`src/rtl/ahb_slave_bridge_if.sv`:
```
// rtl/ahb_slave_bridge_if.sv - AHB-Lite slave side and backend request/response signal bundle
interface ahb_slave_bridge_if #(
  parameter int AHB_DATA_WIDTH = 32,
  parameter int AHB_ADDR_WIDTH = 32
);
  logic                        ahb_sel_in;
  logic [AHB_ADDR_WIDTH-1:0]   ahb_addr_in;
  logic [1:0]                  ahb_trans_in;
  logic [2:0]                  ahb_burst_in;
  logic [2:0]                  ahb_size_in;
  logic                        ahb_write_in;
  logic [AHB_DATA_WIDTH-1:0]   ahb_wdata_in;
  logic                        ahb_ready_in;
  logic                        ahb_readyout_out;
  logic                        ahb_resp_out;
  logic [AHB_DATA_WIDTH-1:0]   ahb_rdata_out;
  logic                        other_req_out;
  logic [AHB_ADDR_WIDTH-1:0]   other_addr_out;
  logic                        other_write_out;
  logic [2:0]                  other_size_out;
  logic [AHB_DATA_WIDTH/8-1:0] other_strb_out;
  logic [AHB_DATA_WIDTH-1:0]   other_wdata_out;
  logic                        other_ready_in;
  logic                        other_error_in;
  logic [AHB_DATA_WIDTH-1:0]   other_rdata_in;

  modport slave (
    input  ahb_sel_in, ahb_addr_in, ahb_trans_in, ahb_burst_in, ahb_size_in,
           ahb_write_in, ahb_wdata_in, ahb_ready_in,
           other_ready_in, other_error_in, other_rdata_in,
    output ahb_readyout_out, ahb_resp_out, ahb_rdata_out,
           other_req_out, other_addr_out, other_write_out, other_size_out,
           other_strb_out, other_wdata_out
  );

  modport master (
    output ahb_sel_in, ahb_addr_in, ahb_trans_in, ahb_burst_in, ahb_size_in,
           ahb_write_in, ahb_wdata_in, ahb_ready_in,
           other_ready_in, other_error_in, other_rdata_in,
    input  ahb_readyout_out, ahb_resp_out, ahb_rdata_out,
           other_req_out, other_addr_out, other_write_out, other_size_out,
           other_strb_out, other_wdata_out
  );
endinterface

```
`src/rtl/ahb_slave_bridge.sv`:
```
// rtl/ahb_slave_bridge.sv - AHB-Lite slave to single-outstanding backend bridge; optional wait timeout under AHB_TIMEOUT_EN
module ahb_slave_bridge #(
  parameter int AHB_DATA_WIDTH   = 32,
  parameter int AHB_ADDR_WIDTH   = 32,
  parameter int AHB_WAIT_TIMEOUT = 6
) (
  input logic               ahb_clk_in,
  input logic               ahb_rst_in,
  ahb_slave_bridge_if.slave bus
);
  localparam int NB = AHB_DATA_WIDTH / 8;
  localparam int LB = $clog2(NB);
  localparam logic [1:0] TR_IDLE   = 2'd0;
  localparam logic [1:0] TR_NONSEQ = 2'd2;
  localparam logic [1:0] TR_SEQ    = 2'd3;

  typedef enum logic [1:0] {ST_IDLE, ST_ACCESS, ST_ERR1, ST_ERR2} state_t;

  state_t                    state, state_nxt, addr_phase_nxt;
  logic                      req_q, write_q, trk_active, trk_inf, burst_write_q;
  logic [AHB_ADDR_WIDTH-1:0] addr_q, pred_addr;
  logic [2:0]                size_q, burst_q, burst_size_q;
  logic [NB-1:0]             strb_q, strb_nxt;
  logic [3:0]                beats_left;
  logic                      readyout, accept, active_acc, seq_room;
  logic                      size_ok, align_ok, seq_ok, legal;

`ifdef AHB_TIMEOUT_EN
  localparam int WAIT_W = $clog2(AHB_WAIT_TIMEOUT);
  logic [WAIT_W-1:0] wait_cnt;
  logic              timed_out;
  assign timed_out = (wait_cnt == WAIT_W'(AHB_WAIT_TIMEOUT - 1));
`endif

  // Address of the beat following a, honouring the wrap boundary of WRAPn bursts
  function automatic logic [AHB_ADDR_WIDTH-1:0] next_addr(
    input logic [AHB_ADDR_WIDTH-1:0] a, input logic [2:0] b, input logic [2:0] s);
    logic [AHB_ADDR_WIDTH-1:0] step, wrap_mask;
    step = AHB_ADDR_WIDTH'(32'd1 << s);
    case (b)
      3'd2:    wrap_mask = AHB_ADDR_WIDTH'((32'd4 << s) - 32'd1);
      3'd4:    wrap_mask = AHB_ADDR_WIDTH'((32'd8 << s) - 32'd1);
      3'd6:    wrap_mask = AHB_ADDR_WIDTH'((32'd16 << s) - 32'd1);
      default: wrap_mask = '1;
    endcase
    return (a & ~wrap_mask) | ((a + step) & wrap_mask);
  endfunction

  // Remaining SEQ beats after the NONSEQ of a fixed-length burst
  function automatic logic [3:0] beats_for(input logic [2:0] b);
    case (b)
      3'd2, 3'd3: return 4'd3;
      3'd4, 3'd5: return 4'd7;
      3'd6, 3'd7: return 4'd15;
      default:    return 4'd0;
    endcase
  endfunction

  assign readyout   = (state == ST_ACCESS) ? ((bus.other_ready_in || bus.other_error_in) && !bus.other_error_in)
                                           : (state != ST_ERR1);
  assign accept     = bus.ahb_sel_in && bus.ahb_ready_in && readyout;
  assign active_acc = accept && bus.ahb_trans_in[1];
  assign seq_room   = trk_active && (trk_inf || (beats_left != 4'd0));
  assign size_ok    = (32'd8 << bus.ahb_size_in) <= 32'(AHB_DATA_WIDTH);
  assign align_ok   = (bus.ahb_addr_in & AHB_ADDR_WIDTH'((32'd1 << bus.ahb_size_in) - 32'd1)) == '0;
  assign seq_ok     = seq_room && (bus.ahb_addr_in == pred_addr) && (bus.ahb_burst_in == burst_q) &&
                      (bus.ahb_size_in == burst_size_q) && (bus.ahb_write_in == burst_write_q);
  assign legal      = size_ok && align_ok && ((bus.ahb_trans_in == TR_NONSEQ) || seq_ok);
  assign strb_nxt   = NB'(((32'd1 << (32'd1 << bus.ahb_size_in)) - 32'd1) << bus.ahb_addr_in[LB-1:0]);

  // Next-state decode; an accepted address phase decides between ACCESS, ERR1 and IDLE
  always_comb begin
    addr_phase_nxt = ST_IDLE;
    if (active_acc) addr_phase_nxt = legal ? ST_ACCESS : ST_ERR1;
    state_nxt = state;
    case (state)
      ST_IDLE, ST_ERR2: state_nxt = addr_phase_nxt;
      ST_ERR1:          state_nxt = ST_ERR2;
      ST_ACCESS: begin
        if (bus.other_error_in)      state_nxt = ST_ERR1;
        else if (bus.other_ready_in) state_nxt = addr_phase_nxt;
`ifdef AHB_TIMEOUT_EN
        else if (timed_out)          state_nxt = ST_ERR1;
`endif
      end
      default:          state_nxt = ST_IDLE;
    endcase
  end

  // FSM, registered backend request fields and burst tracking
  always_ff @(posedge ahb_clk_in) begin
    if (ahb_rst_in) begin
      state         <= ST_IDLE;
      req_q         <= 1'b0;
      addr_q        <= '0;
      write_q       <= 1'b0;
      size_q        <= 3'd0;
      strb_q        <= '0;
      trk_active    <= 1'b0;
      trk_inf       <= 1'b0;
      beats_left    <= 4'd0;
      pred_addr     <= '0;
      burst_q       <= 3'd0;
      burst_size_q  <= 3'd0;
      burst_write_q <= 1'b0;
`ifdef AHB_TIMEOUT_EN
      wait_cnt      <= '0;
`endif
    end else begin
      state <= state_nxt;
      req_q <= (state_nxt == ST_ACCESS);
      if (active_acc && legal) begin
        addr_q  <= bus.ahb_addr_in;
        write_q <= bus.ahb_write_in;
        size_q  <= bus.ahb_size_in;
        strb_q  <= strb_nxt;
      end
`ifdef AHB_TIMEOUT_EN
      if (state == ST_ACCESS && state_nxt == ST_ACCESS && !bus.other_ready_in && !bus.other_error_in)
        wait_cnt <= wait_cnt + 1'b1;
      else
        wait_cnt <= '0;
`endif
      if (accept) begin
        case (bus.ahb_trans_in)
          TR_NONSEQ: begin
            trk_active <= legal;
            if (legal) begin
              trk_inf       <= (bus.ahb_burst_in == 3'd1);
              beats_left    <= beats_for(bus.ahb_burst_in);
              burst_q       <= bus.ahb_burst_in;
              burst_size_q  <= bus.ahb_size_in;
              burst_write_q <= bus.ahb_write_in;
              pred_addr     <= next_addr(bus.ahb_addr_in, bus.ahb_burst_in, bus.ahb_size_in);
            end
          end
          TR_SEQ: begin
            // Illegal SEQ beats still consume a slot so the burst stays in step
            if (seq_room) begin
              if (!trk_inf) beats_left <= beats_left - 4'd1;
              pred_addr <= next_addr(pred_addr, burst_q, burst_size_q);
            end
          end
          TR_IDLE: trk_active <= 1'b0;
          default: ;
        endcase
      end
    end
  end

  assign bus.ahb_readyout_out = readyout;
  assign bus.ahb_resp_out     = (state == ST_ERR1) || (state == ST_ERR2);
  assign bus.ahb_rdata_out    = (state == ST_ACCESS && bus.other_ready_in) ? bus.other_rdata_in : '0;
  assign bus.other_req_out    = req_q;
  assign bus.other_addr_out   = addr_q;
  assign bus.other_write_out  = write_q;
  assign bus.other_size_out   = size_q;
  assign bus.other_strb_out   = strb_q;
  assign bus.other_wdata_out  = bus.ahb_wdata_in;
endmodule

```
`src/flat_wrapper.sv`:
```
// flat-port wrapper written by rule: the top's interface ports become plain ports
module ahb_slave_bridge_flat 
#(
  parameter int AHB_DATA_WIDTH   = 32,
  parameter int AHB_ADDR_WIDTH   = 32,
  parameter int AHB_WAIT_TIMEOUT = 6
)
  (ahb_clk_in, ahb_rst_in, bus_ahb_sel_in, bus_ahb_addr_in, bus_ahb_trans_in, bus_ahb_burst_in, bus_ahb_size_in, bus_ahb_write_in, bus_ahb_wdata_in, bus_ahb_ready_in, bus_other_ready_in, bus_other_error_in, bus_other_rdata_in, bus_ahb_readyout_out, bus_ahb_resp_out, bus_ahb_rdata_out, bus_other_req_out, bus_other_addr_out, bus_other_write_out, bus_other_size_out, bus_other_strb_out, bus_other_wdata_out);
  ahb_slave_bridge_if #(.AHB_DATA_WIDTH(AHB_DATA_WIDTH), .AHB_ADDR_WIDTH(AHB_ADDR_WIDTH)) bus_i ();
  input logic ahb_clk_in;
  input logic ahb_rst_in;
  input wire logic [$bits(bus_i.ahb_sel_in)-1:0] bus_ahb_sel_in;
  input wire logic [$bits(bus_i.ahb_addr_in)-1:0] bus_ahb_addr_in;
  input wire logic [$bits(bus_i.ahb_trans_in)-1:0] bus_ahb_trans_in;
  input wire logic [$bits(bus_i.ahb_burst_in)-1:0] bus_ahb_burst_in;
  input wire logic [$bits(bus_i.ahb_size_in)-1:0] bus_ahb_size_in;
  input wire logic [$bits(bus_i.ahb_write_in)-1:0] bus_ahb_write_in;
  input wire logic [$bits(bus_i.ahb_wdata_in)-1:0] bus_ahb_wdata_in;
  input wire logic [$bits(bus_i.ahb_ready_in)-1:0] bus_ahb_ready_in;
  input wire logic [$bits(bus_i.other_ready_in)-1:0] bus_other_ready_in;
  input wire logic [$bits(bus_i.other_error_in)-1:0] bus_other_error_in;
  input wire logic [$bits(bus_i.other_rdata_in)-1:0] bus_other_rdata_in;
  output wire logic [$bits(bus_i.ahb_readyout_out)-1:0] bus_ahb_readyout_out;
  output wire logic [$bits(bus_i.ahb_resp_out)-1:0] bus_ahb_resp_out;
  output wire logic [$bits(bus_i.ahb_rdata_out)-1:0] bus_ahb_rdata_out;
  output wire logic [$bits(bus_i.other_req_out)-1:0] bus_other_req_out;
  output wire logic [$bits(bus_i.other_addr_out)-1:0] bus_other_addr_out;
  output wire logic [$bits(bus_i.other_write_out)-1:0] bus_other_write_out;
  output wire logic [$bits(bus_i.other_size_out)-1:0] bus_other_size_out;
  output wire logic [$bits(bus_i.other_strb_out)-1:0] bus_other_strb_out;
  output wire logic [$bits(bus_i.other_wdata_out)-1:0] bus_other_wdata_out;
  assign bus_i.ahb_sel_in = bus_ahb_sel_in;
  assign bus_i.ahb_addr_in = bus_ahb_addr_in;
  assign bus_i.ahb_trans_in = bus_ahb_trans_in;
  assign bus_i.ahb_burst_in = bus_ahb_burst_in;
  assign bus_i.ahb_size_in = bus_ahb_size_in;
  assign bus_i.ahb_write_in = bus_ahb_write_in;
  assign bus_i.ahb_wdata_in = bus_ahb_wdata_in;
  assign bus_i.ahb_ready_in = bus_ahb_ready_in;
  assign bus_i.other_ready_in = bus_other_ready_in;
  assign bus_i.other_error_in = bus_other_error_in;
  assign bus_i.other_rdata_in = bus_other_rdata_in;
  assign bus_ahb_readyout_out = bus_i.ahb_readyout_out;
  assign bus_ahb_resp_out = bus_i.ahb_resp_out;
  assign bus_ahb_rdata_out = bus_i.ahb_rdata_out;
  assign bus_other_req_out = bus_i.other_req_out;
  assign bus_other_addr_out = bus_i.other_addr_out;
  assign bus_other_write_out = bus_i.other_write_out;
  assign bus_other_size_out = bus_i.other_size_out;
  assign bus_other_strb_out = bus_i.other_strb_out;
  assign bus_other_wdata_out = bus_i.other_wdata_out;
  ahb_slave_bridge #(.AHB_DATA_WIDTH(AHB_DATA_WIDTH), .AHB_ADDR_WIDTH(AHB_ADDR_WIDTH), .AHB_WAIT_TIMEOUT(AHB_WAIT_TIMEOUT)) u_core (.ahb_clk_in(ahb_clk_in), .ahb_rst_in(ahb_rst_in), .bus(bus_i));
endmodule
```
`config.mk`:
```
export PLATFORM = sky130hd
export DESIGN_NAME = ahb_slave_bridge_flat
export DESIGN_NICKNAME = d
export VERILOG_FILES = /design/src/rtl/ahb_slave_bridge_if.sv /design/src/rtl/ahb_slave_bridge.sv /design/src/flat_wrapper.sv
export SDC_FILE = /design/constraint.sdc
export NUM_CORES = 1
export LEC_CHECK = 0
export ABC_AREA = 1
export CAP_MARGIN = 20
export CORE_MARGIN = 2
export CORE_UTILIZATION = 40
export CTS_CLUSTER_DIAMETER = 80
export DETAILED_ROUTE_END_ITERATION = 6
export DONT_BUFFER_PORTS = 1
export HOLD_SLACK_MARGIN = 0.03
export SETUP_SLACK_MARGIN = 0.4
export SKIP_CTS_REPAIR_TIMING = 1
export SLEW_MARGIN = 20
export SYNTH_ARGS = -nofsm -noshare
export SYNTH_HDL_FRONTEND = slang
export SYNTH_SLANG_ARGS = --single-unit
```
`constraint.sdc`:
```
create_clock -name ahb_clk_in -period 4 [get_ports ahb_clk_in]
set_input_delay 0.4 -clock ahb_clk_in [delete_from_list [all_inputs] [get_ports ahb_clk_in]]
set_output_delay 0.4 -clock ahb_clk_in [all_outputs]
set_load 0.01 [all_outputs]
```
# After elaboration in Yosys (flattened, before gate mapping)
# Index checks and enable logic that the tools add are counted.
word_totals:
  input_bits: 111
  output_inout_bits: 107
  reg_bits: 88
  wordCells: 126
classes:
  shift: 10
  n_addsub: 11
  muxes: 26
  eq_ne: 24
  n_reduce_logical: 32
  n_lt_le_gt_ge: 1
  bitwise_logic: 9
ops:
  columns: ["cell", "count"]
  rows:
  - ["2-to-1 mux 32 bit", 11]
  - ["subtractor 32 x 1 -> 32 bit, second input constant", 8]
  - ["case mux 32 bit (3 select lines)", 2]
  - ["bitwise AND 32 bit", 5]
  - ["adder 32 bit", 2]
  - ["inverter 32 bit", 2]
  - ["OR 32 bit", 2]
  - ["case mux 32 bit (2 select lines)", 1]
  - ["left shift 1 x 3 -> 32 bit, first input constant", 2]
  - ["left shift 3 x 3 -> 32 bit, first input constant", 2]
  - ["left shift 4 x 3 -> 32 bit, first input constant", 2]
  - ["left shift 5 x 3 -> 32 bit, first input constant", 2]
  - ["equality test 32 bit", 1]
  - ["less-or-equal comparator 32 x 6 -> 1 bit, second input constant", 1]
  - ["zero test 32 bit", 1]
  - ["left shift 1 x 32 -> 32 bit, first input constant", 1]
  - ["left shift 32 x 2 -> 4 bit", 1]
  - ["equality test 3 bit, second input constant", 6]
  - ["logical AND 1 bit", 13]
  - ["2-to-1 mux 4 bit", 3]
  - ["case mux 4 bit (3 select lines)", 1]
  - ["equality test 3 x 2 -> 1 bit, second input constant", 3]
  - ["equality test 2 bit, second input constant", 4]
  - ["2-to-1 mux 2 bit", 4]
  - ["21 further kinds", 33]

# Logic depth before layout (Yosys ltp)
# Gate-level depths: netlist of the first run.
depth:
  word_depth: 18
  ltp_mapped: 21
  depth_no_buf: 20

# Least setup slack after synthesis of the first run
# OpenSTA, ideal clock, no wires.
synth_timing:
  path_type: "input port to flip-flop"
  from: "input port bus_ahb_size_in[2]"
  to: "register (tool-made name)"
  n_path_buf: 1
  t_required_ns: 3.936
  path_slack_ns: 1.300
  stages: 15
  arrival_time_ns: 2.637
  setup_time_ns: 0.064
  path_cell_list: "buf_4 nor2_4 nand2_1 inv_1 ha_1 inv_1 fa_1 o31ai_1 a21oi_1 nor2_1 xor2_1 nand2_1 a21oi_1 nor2_1 nor2_1"
synth_rtl:
  columns: ["element", "line", "text"]
  rows:
  - ["start, declared", "flat_wrapper.sv:16", "input wire logic [$bits(bus_i.ahb_size_in)-1:0] bus_ahb_size_in;"]

==> impl_metrics.csv, run 1 <==
group,metric,value,unit
cells_and_area,nNetsFinal,1538,
cells_and_area,antennaDiodeCount,0,
min_path,holdCritStartpoint,"ahb_rst_in",
min_path,min_path_cells,1,
cts,clock_sinks,88,
cts,clock_latency,0.36,ns
placed_design,dp_cells,1660,
global_route,grt_use_met1,0.357,
setup_path,crit_chain,"nor3_1 > ha_1 > inv_1 > fa_1 > inv_1 > a31oi_1 > o21ai_2 > nand3_1 > o21ai_0 > nand2_1 > nand2_1 > nand2_1 > nor2_1 > nor2_1",
pwr,pwr-share-seq,0.399,
setup_path,critPathMaxFanout,9,
cts,cts_tree,"yes",
global_route,grt_max_degree,56,
cts,root_buffer,"clkbuf_16",
placed_design,io_buffers,0,
detailed_routing,drc_errors,0,
placed_design,place.gp.congestion,0.911,
placed_design,dp_hpwl,22100,um
logic_synthesis,syn_area_per_cell,5.83,um2
cells_and_area,final_cells,1676,
die,die_area,0.0227,mm2
logic_synthesis,synth_top_area_frac,0.205,
timing,hold_viol_final,0,
cells_and_area,final_cell_mix,"383 x nand2_1, 190 x nor2_1, 175 x inv_1",
global_route,grtUsageMet3,0.0488,
logic_synthesis,ys_ff_latch,88,
pwr,power_density,258,mW/mm2
timing,grt_setup_unrepaired,"no",
detailed_routing,detail-route-antenna-nets,0,
setup_path,max_stage_delay,0.41,ns
logic_synthesis,ys_warn_count,0,
logic_synthesis,synthCells,1472,
logic_synthesis,synth.distinct_cells,50,
logic_synthesis,synth_area,0.00859,mm2
min_path,min_path_type,"primary input to register",
logic_synthesis,synthArstFlopShare,0,
global_route,overflow,0,
logic_synthesis,ys.flop_type,"dfxtp_1",
cells_and_area,layout-drive-gt1-share,0.0400,
min_path,holdPathEnd,"u_core.trk_inf",
die,die_x,151,um
timing,maxSlewHeadroom,0.385,
timing,worstMarginPinSlew,0.921,ns
logic_synthesis,syn_nets,1614,
setup_path,cp-start-kind,"register",
setup_path,critPathKind,"register to register",
setup_path,crit_slowest_cell,"dfxtp_1",
placed_design,placed_area,0.00844,mm2
die,fp.coreArea,0.0210,mm2
global_route,grt_use_met2,0.390,
die,num_io_pins,218,
pwr,vdd_ir_drop_max,0.000230,V
timing,fmax,0.335,GHz
pwr,p_int,0.00162,W
cts,clk_pin_slew_worst_paths,0.07,ns
global_route,grt-busiest-layer,"met2",
detailed_routing,via_per_inst,5.37,
pwr,switching_share,0.287,
setup_path,worst_path_most_repeated_cell,"nand2_1",
die,row_count,53,
detailed_routing,vias,8997,
setup_path,ff2ff_path_depth,14,
cts,htree_num_levels,3,
detailed_routing,drt_iter0_markers,671,
logic_synthesis,synthTopCellsByArea,"dfxtp_1 21%, nand2_1 17%, nor2_1 8.3%",
detailed_routing,first_pass_iters,6,
cells_and_area,syn_to_final_growth,2.29,%
timing,finalSetupViolations,0,
flow_run,maxCapViolations,0,
timing,period_minus_slack,2.99,ns
timing,fin_crit_sh,0.747,
cts,cts_made_buffers,9,
pwr,p_switching,0.000651,W
cells_and_area,layout_commonest_cell,"nand2_1",
die,initial_utilization,0.408,
cts,max-clock-path-buffers,2,
die,die_y,151,um
pwr,pwr-share-comb,0.157,
timing,maxSlewViolCount,0,
detailed_routing,wire_per_inst,17.2,um
global_route,grt_pass1_vias,8425,
global_route,track_usage,0.256,
setup_path,arrival,3.24,ns
global_route,antenna_found_initial,0,
pwr,p_total,0.00227,W
cells_and_area,post-route-cell-area,0.00878,mm2
timing,finClkSkew,0.0106,ns
cells_and_area,utilization,0.418,
logic_synthesis,yosys.area.top_type,"dfxtp_1",
timing,tns,0,ns
pwr,clkPwrFrac,0.444,
setup_path,crit_path_end_kind,"register",
setup_path,rrSetupSlack,1.01,ns
global_route,grt_pass1_wl,45400,um
setup_path,r2r-start,"u_core.burst_size_q[0]",
logic_synthesis,synth_edf_count,0,
logic_synthesis,ys_seq_area_frac,0.205,
detailed_routing,routed_wl,28800,um
setup_path,required,4.26,ns
run_status,status,"finished, final reports clean",
pwr,p_leak,3.92,nW
==> cell usage after synthesis, types with 24 or more instances <==
library cell,n
nand2_1,383
nor2_1,190
inv_1,175
a21oi_1,111
nand3_1,94
dfxtp_1,88
nand4_1,68
o21ai_0,61
xor2_1,46
buf_4,37
ha_1,29
nor3_1,29
buf_2,28
clkbuf_1,24
==> metal layers <==
layer  wire length, um  part of all wire
met5                 0                 0
met3              2320             0.080
met2             12700              0.44
met1             13000              0.45
met4               805             0.028
==> worst max-delay path, delay by kind of cell, from the launching register on <==
kind,cells,cell delay [ns]
AND/OR/NAND/NOR,7,0.83
AO/OA/AOI/OAI,3,0.77
adder cells (fa/ha/maj),2,0.68
flip-flops,1,0.41
buffers and inverters,2,0.21
==> cell type report <==
| class | instances | area [um2] |
|---|---|---|
| clock inverter | 7 | 118 |
| clock buffer | 9 | 225 |
| fill | 2309 | 12200 |
| inverter | 182 | 683 |
| multi-input combinational | 1106 | 5580 |
| sequential | 88 | 1760 |
| tap | 275 | 344 |
| timing repair buffer | 9 | 67.6 |
==> through the flow <==
step,worst slack (ns),hold slack [ns]
floorplan,1.30,0.445
global placement,1.03,0.452
detailed placement,0.977,0.452
CTS,1.07,0.104
global route,0.780,0.0977
finish,1.01,0.114
==> how the worst max path moves through the flow <==
stage | slack [ns] | start | to
3_3_place_gp | 1.03 | bus_ahb_size_in[0] | register
2_1_floorplan | 1.30 | bus_ahb_size_in[2] | register
4_1_cts | 1.07 | u_core.burst_size_q[0] | register
6_report | 1.01 | u_core.burst_size_q[0] | register
5_1_grt | 0.78 | u_core.burst_size_q[0] | register
3_5_place_dp | 0.98 | bus_ahb_size_in[0] | register
==> power by group through the flow <==
stage	logic, W	clock network [W]	registers [W]
floorplan	0.000336	0	0.000917
global placement	0.000351	0	0.000925
detailed placement	0.000349	0	0.000925
CTS	0.000353	0.00102	0.000904
global route	0.000402	0.00105	0.000906
finish	0.000356	0.00101	0.000905
==> cells by family after synthesis <==
family | share of synthesized area
XOR/XNOR | 0.0704
adder cells (fa/ha/maj) | 0.0469
AO/OA/AOI/OAI | 0.131
AND/OR/NAND/NOR | 0.402
other | 0.000437
flip-flops | 0.205
buffers and inverters | 0.145
(Power assumes the default switching activity.)
==> inputs of run 2 (changes only) <==
==> constraint.sdc (replaced) <==
create_clock -name ahb_clk_in -period 2.85 [get_ports ahb_clk_in]
set_input_delay 0.285 -clock ahb_clk_in [delete_from_list [all_inputs] [get_ports ahb_clk_in]]
set_output_delay 0.285 -clock ahb_clk_in [all_outputs]
set_load 0.01 [all_outputs]
==> impl_metrics.csv, run 2 (synthesis gave the netlist of run 1 again) <==
group,metric,value,unit
detailed_routing,routed_wl,29400,um
die,die_x,151,um
pwr,p_switching,0.000937,W
global_route,track_usage,0.254,
detailed_routing,detail-route-antenna-nets,0,
timing,fmax,0.399,GHz
placed_design,pre_cts_ws,0.0777,ns
setup_path,ff2ff_path_depth,14,
die,num_io_pins,218,
cells_and_area,layout_commonest_cell,"nand2_1",
pwr,p_int,0.00208,W
run_status,violations,"DRC",
global_route,overflow,0,
global_route,grt_pass1_vias,8454,
setup_path,critPathMaxFanout,8,
detailed_routing,drc_errors,5,
pwr,power_density,318,mW/mm2
pwr,vdd_ir_drop_max,0.000235,V
cts,cts_tree,"yes",
cells_and_area,antennaDiodeCount,0,
die,die_y,151,um
timing,tns,0,ns
pwr,p_leak,4.19,nW
cts,root_buffer,"clkbuf_16",
placed_design,io_buffers,0,
detailed_routing,drt_iter0_markers,760,
pwr,pwr-share-comb,0.183,
detailed_routing,via_per_inst,5.38,
timing,hold_viol_final,0,
timing,finClkSkew,0.0130,ns
timing,period_minus_slack,2.51,ns
cts,max-clock-path-buffers,2,
timing,fin_crit_sh,0.879,
cts,htree_num_levels,3,
timing,worstMarginPinSlew,0.878,ns
detailed_routing,wire_per_inst,17.1,um
cts,clk_pin_slew_worst_paths,0.07,ns
die,initial_utilization,0.408,
placed_design,dp_hpwl,22400,um
cts,clock_latency,0.36,ns
timing,maxSlewHeadroom,0.413,
cells_and_area,utilization,0.451,
cells_and_area,layout-drive-gt1-share,0.114,
detailed_routing,vias,9269,
timing,fin_ws,0.344,ns
die,die_area,0.0227,mm2
global_route,grt_pass1_wl,45300,um
timing,finalSetupViolations,0,
cells_and_area,final_cell_mix,"373 x nand2_1, 179 x nor2_1, 170 x inv_1",
run_status,status,"complete, but fails checks",
cts,clock_sinks,88,
setup_path,critPathKind,"register to register",
pwr,clkPwrFrac,0.396,
die,fp.coreArea,0.0210,mm2
timing,maxSlewViolCount,0,
pwr,pwr-share-seq,0.421,
flow_run,maxCapViolations,0,
setup_path,required,3.12,ns
setup_path,cp-start-kind,"register",
cells_and_area,nNetsFinal,1585,
placed_design,place.gp.congestion,0.920,
global_route,grtUsageMet3,0.0412,
cells_and_area,syn_to_final_growth,10.4,%
timing,grt_setup_unrepaired,"yes",
global_route,grt_use_met1,0.364,
die,row_count,53,
detailed_routing,first_pass_iters,7,
setup_path,crit_path_end_kind,"register",
min_path,min_path_cells,3,
min_path,min_path_type,"primary input to register",
global_route,grt_max_degree,56,
global_route,grt_use_met2,0.393,
setup_path,arrival,2.77,ns
cts,cts_made_buffers,9,
global_route,grt-busiest-layer,"met2",
pwr,switching_share,0.310,
global_route,antenna_found_initial,0,
cells_and_area,n_fill_cell,2227,
## run 2: metrics by stage
stage,hold slack (ns),instances,power [W],area [um2]
after floorplan,0.420,1472,0.00176,8610
after global placement,0.359,1689,0.00181,8700
after detailed placement,0.362,1689,0.00181,8700
after CTS,-0.0246,1705,0.00300,8990
after global routing,0.0563,1723,0.00315,9480
final,0.0631,1723,0.00302,9480
## run 2: area by class of cell
cell class | instances | area, um2 | area share
multi-input combinational | 1106 | 5920 | 0.624
inverter | 182 | 696 | 0.0734
sequential | 88 | 1770 | 0.187
tap | 275 | 344 | 0.0363
clock buffer | 11 | 253 | 0.0267
timing repair buffer | 56 | 455 | 0.0480
clock inverter | 5 | 38.8 | 0.00409
## run 2: final timing paths
check                               from                    to  slack, ns
setup / recovery  u_core.burst_size_q[2]              register       0.34
hold / removal                ahb_rst_in              register       0.06
setup reg to reg  u_core.burst_size_q[2]              register       0.34
hold reg to reg     u_core.beats_left[1]  u_core.beats_left[1]       0.48
## run 2: power groups by stage
stage	combinational, W	clock (W)	sequential, W
after CTS	0.000516	0.00121	0.00127
after global placement	0.000511	0	0.00130
after floorplan	0.000474	0	0.00129
final	0.000554	0.00120	0.00127
after detailed placement	0.000512	0	0.00130
after global routing	0.000619	0.00126	0.00127
## run 2: metal layers
layer	routed length (um)	vias to the layer above
met5	0	-
met4	665	0
met3	2130	48
met2	13000	343
met1	13600	4204
li1	-	4674
## run 2: worst max-delay path, cell delays in order (launching register included)
cell     delay (ns)
dfxtp_4        0.38
nor3_4         0.20
ha_2           0.26
inv_4          0.05
fa_2           0.37
inv_2          0.09
a31oi_4        0.13
o21ai_4        0.31
buf_6          0.14
nand4_1        0.09
xor2_1         0.16
nand2_1        0.05
nand2_1        0.05
nor2_1         0.08
nor2_1         0.04
==> inputs of run 3 (changes only) <==
--- a/config.mk
+++ b/config.mk
@@ -8,14 +8,15 @@
 export ABC_AREA = 1
 export CAP_MARGIN = 20
 export CORE_MARGIN = 2
-export CORE_UTILIZATION = 40
+export CORE_UTILIZATION = 60
 export CTS_CLUSTER_DIAMETER = 80
 export DETAILED_ROUTE_END_ITERATION = 6
 export DONT_BUFFER_PORTS = 1
 export HOLD_SLACK_MARGIN = 0.03
+export PLACE_DENSITY = 0.76
 export SETUP_SLACK_MARGIN = 0.4
 export SKIP_CTS_REPAIR_TIMING = 1
-export SLEW_MARGIN = 20
+export SLEW_MARGIN = 10
 export SYNTH_ARGS = -nofsm -noshare
 export SYNTH_HDL_FRONTEND = slang
 export SYNTH_SLANG_ARGS = --single-unit
==> impl_metrics.csv, run 3 (synthesis gave the netlist of run 1 again) <==
group,metric,value,unit
run_status,status,"finished, final reports clean",
timing,maxSlewHeadroom,0.434,
cells_and_area,layout-drive-gt1-share,0.106,
detailed_routing,drt_iter0_markers,1176,
setup_path,critPathLaunch,"u_core.burst_size_q[2]",
timing,fin_crit_sh,0.892,
cts,root_buffer,"clkbuf_16",
timing,hold_viol_final,0,
placed_design,io_buffers,0,
die,die_x,124,um
setup_path,rrSetupSlack,0.31,ns
detailed_routing,wire_per_inst,17.4,um
timing,tns,0,ns
global_route,antenna_found_initial,0,
pwr,p_total,0.00305,W
placed_design,dp_cells,1582,
global_route,overflow,0,
timing,grt_setup_unrepaired,"yes",
cells_and_area,nNetsFinal,1586,
detailed_routing,drc_errors,0,
pwr,power_density,327,mW/mm2
timing,worstMarginPinSlew,0.848,ns
die,die_area,0.0153,mm2
global_route,grt_pass1_vias,8490,
cells_and_area,n_fill_cell,1297,
cts,clock_sinks,88,
pwr,vdd_ir_drop_max,0.000368,V
setup_path,r2r-start,"u_core.burst_size_q[2]",
setup_path,crit_path_end_kind,"register",
global_route,grt_max_degree,56,
cells_and_area,final_cells,1629,
cts,cts_made_buffers,9,
die,row_count,43,
cells_and_area,antennaDiodeCount,0,
cts,clk_pin_slew_worst_paths,0.07,ns
timing,period_minus_slack,2.54,ns
timing,finalSetupViolations,0,
die,initial_utilization,0.616,
placed_design,place.gp.congestion,1.01,
setup_path,arrival,2.80,ns
global_route,track_usage,0.360,
min_path,min_path_cells,3,
cts,clock_latency,0.35,ns
die,die_y,124,um
die,num_io_pins,218,
setup_path,cp-start-kind,"register",
setup_path,critPathKind,"register to register",
timing,maxSlewViolCount,0,
detailed_routing,vias,9562,
setup_path,critPathMaxFanout,7,
global_route,grt_pass1_wl,43000,um
setup_path,ff2ff_path_depth,14,
placed_design,dp_hpwl,20900,um
timing,finClkSkew,0.00947,ns
cts,cts_tree,"yes",
setup_path,required,3.11,ns
detailed_routing,detail-route-antenna-nets,0,
die,fp.coreArea,0.0139,mm2
cts,max-clock-path-buffers,2,
pwr,p_leak,4.20,nW
flow_run,maxCapViolations,0,
min_path,min_path_type,"primary input to register",
cells_and_area,layout_commonest_cell,"nand2_1",
cells_and_area,syn_to_final_growth,8.64,%
detailed_routing,via_per_inst,5.87,
detailed_routing,routed_wl,28300,um
timing,fmax,0.393,GHz
cts,htree_num_levels,3,
detailed_routing,first_pass_iters,6,
min_path,holdCritStartpoint,"ahb_rst_in",
cells_and_area,final_cell_mix,"379 x nand2_1, 181 x nor2_1, 171 x inv_1",
## run 3: power breakdown
group / switching, W / internal, W
registers: 0.0000269 / 0.00124
clock network: 0.000525 / 0.000703
logic: 0.000362 / 0.000193
## run 3: how the worst max path moves through the flow
stage                     endpoint  depth (start not counted)  slack (ns)
after global placement    register                         14        0.02
after floorplan           register                         15        0.41
after CTS                 register                         14       -0.08
final                     register                         14        0.31
after detailed placement  register                         14       -0.06
after global routing      register                         14        0.16
## run 3: area by class of cell
cell class                 count  area (um2)  area share
clock buffer                  11         243      0.0260
sequential                    88        1770       0.190
tap                          180         225      0.0241
inverter                     182         692      0.0742
multi-input combinational   1106        5850       0.627
timing repair buffer          57         487      0.0522
clock inverter                 5        56.3     0.00604
## run 3: critical path, cell delays in order (launching register included)
cell	delay [ns]
dfxtp_4	0.38
nor3_4	0.21
ha_2	0.26
inv_4	0.05
fa_2	0.37
inv_2	0.10
a31oi_4	0.14
o21ai_4	0.28
nand3_2	0.16
o21ai_1	0.16
nand2_1	0.07
nand2_1	0.05
nand2_1	0.07
nor2_1	0.09
nor2_1	0.04
## run 3: routing by layer
layer,part of all wire,track usage,vias up
met2,0.43,0.531,554
li1,-,-,4664
met1,0.43,0.515,4282
met4,0.025,0.116,0
met3,0.11,0.0842,62
met5,0,0,-
## run 3: through the flow
step	worst slack [ns]	instance area, um2	hold WS [ns]	utilization
floorplan	0.414	8610	0.420	-
global placement	0.0247	8490	0.358	0.609
detailed placement	-0.0578	8490	0.360	0.609
CTS	-0.0810	8790	-0.0120	0.631
global route	0.163	9330	0.0694	0.669
finish	0.308	9330	0.0701	0.669
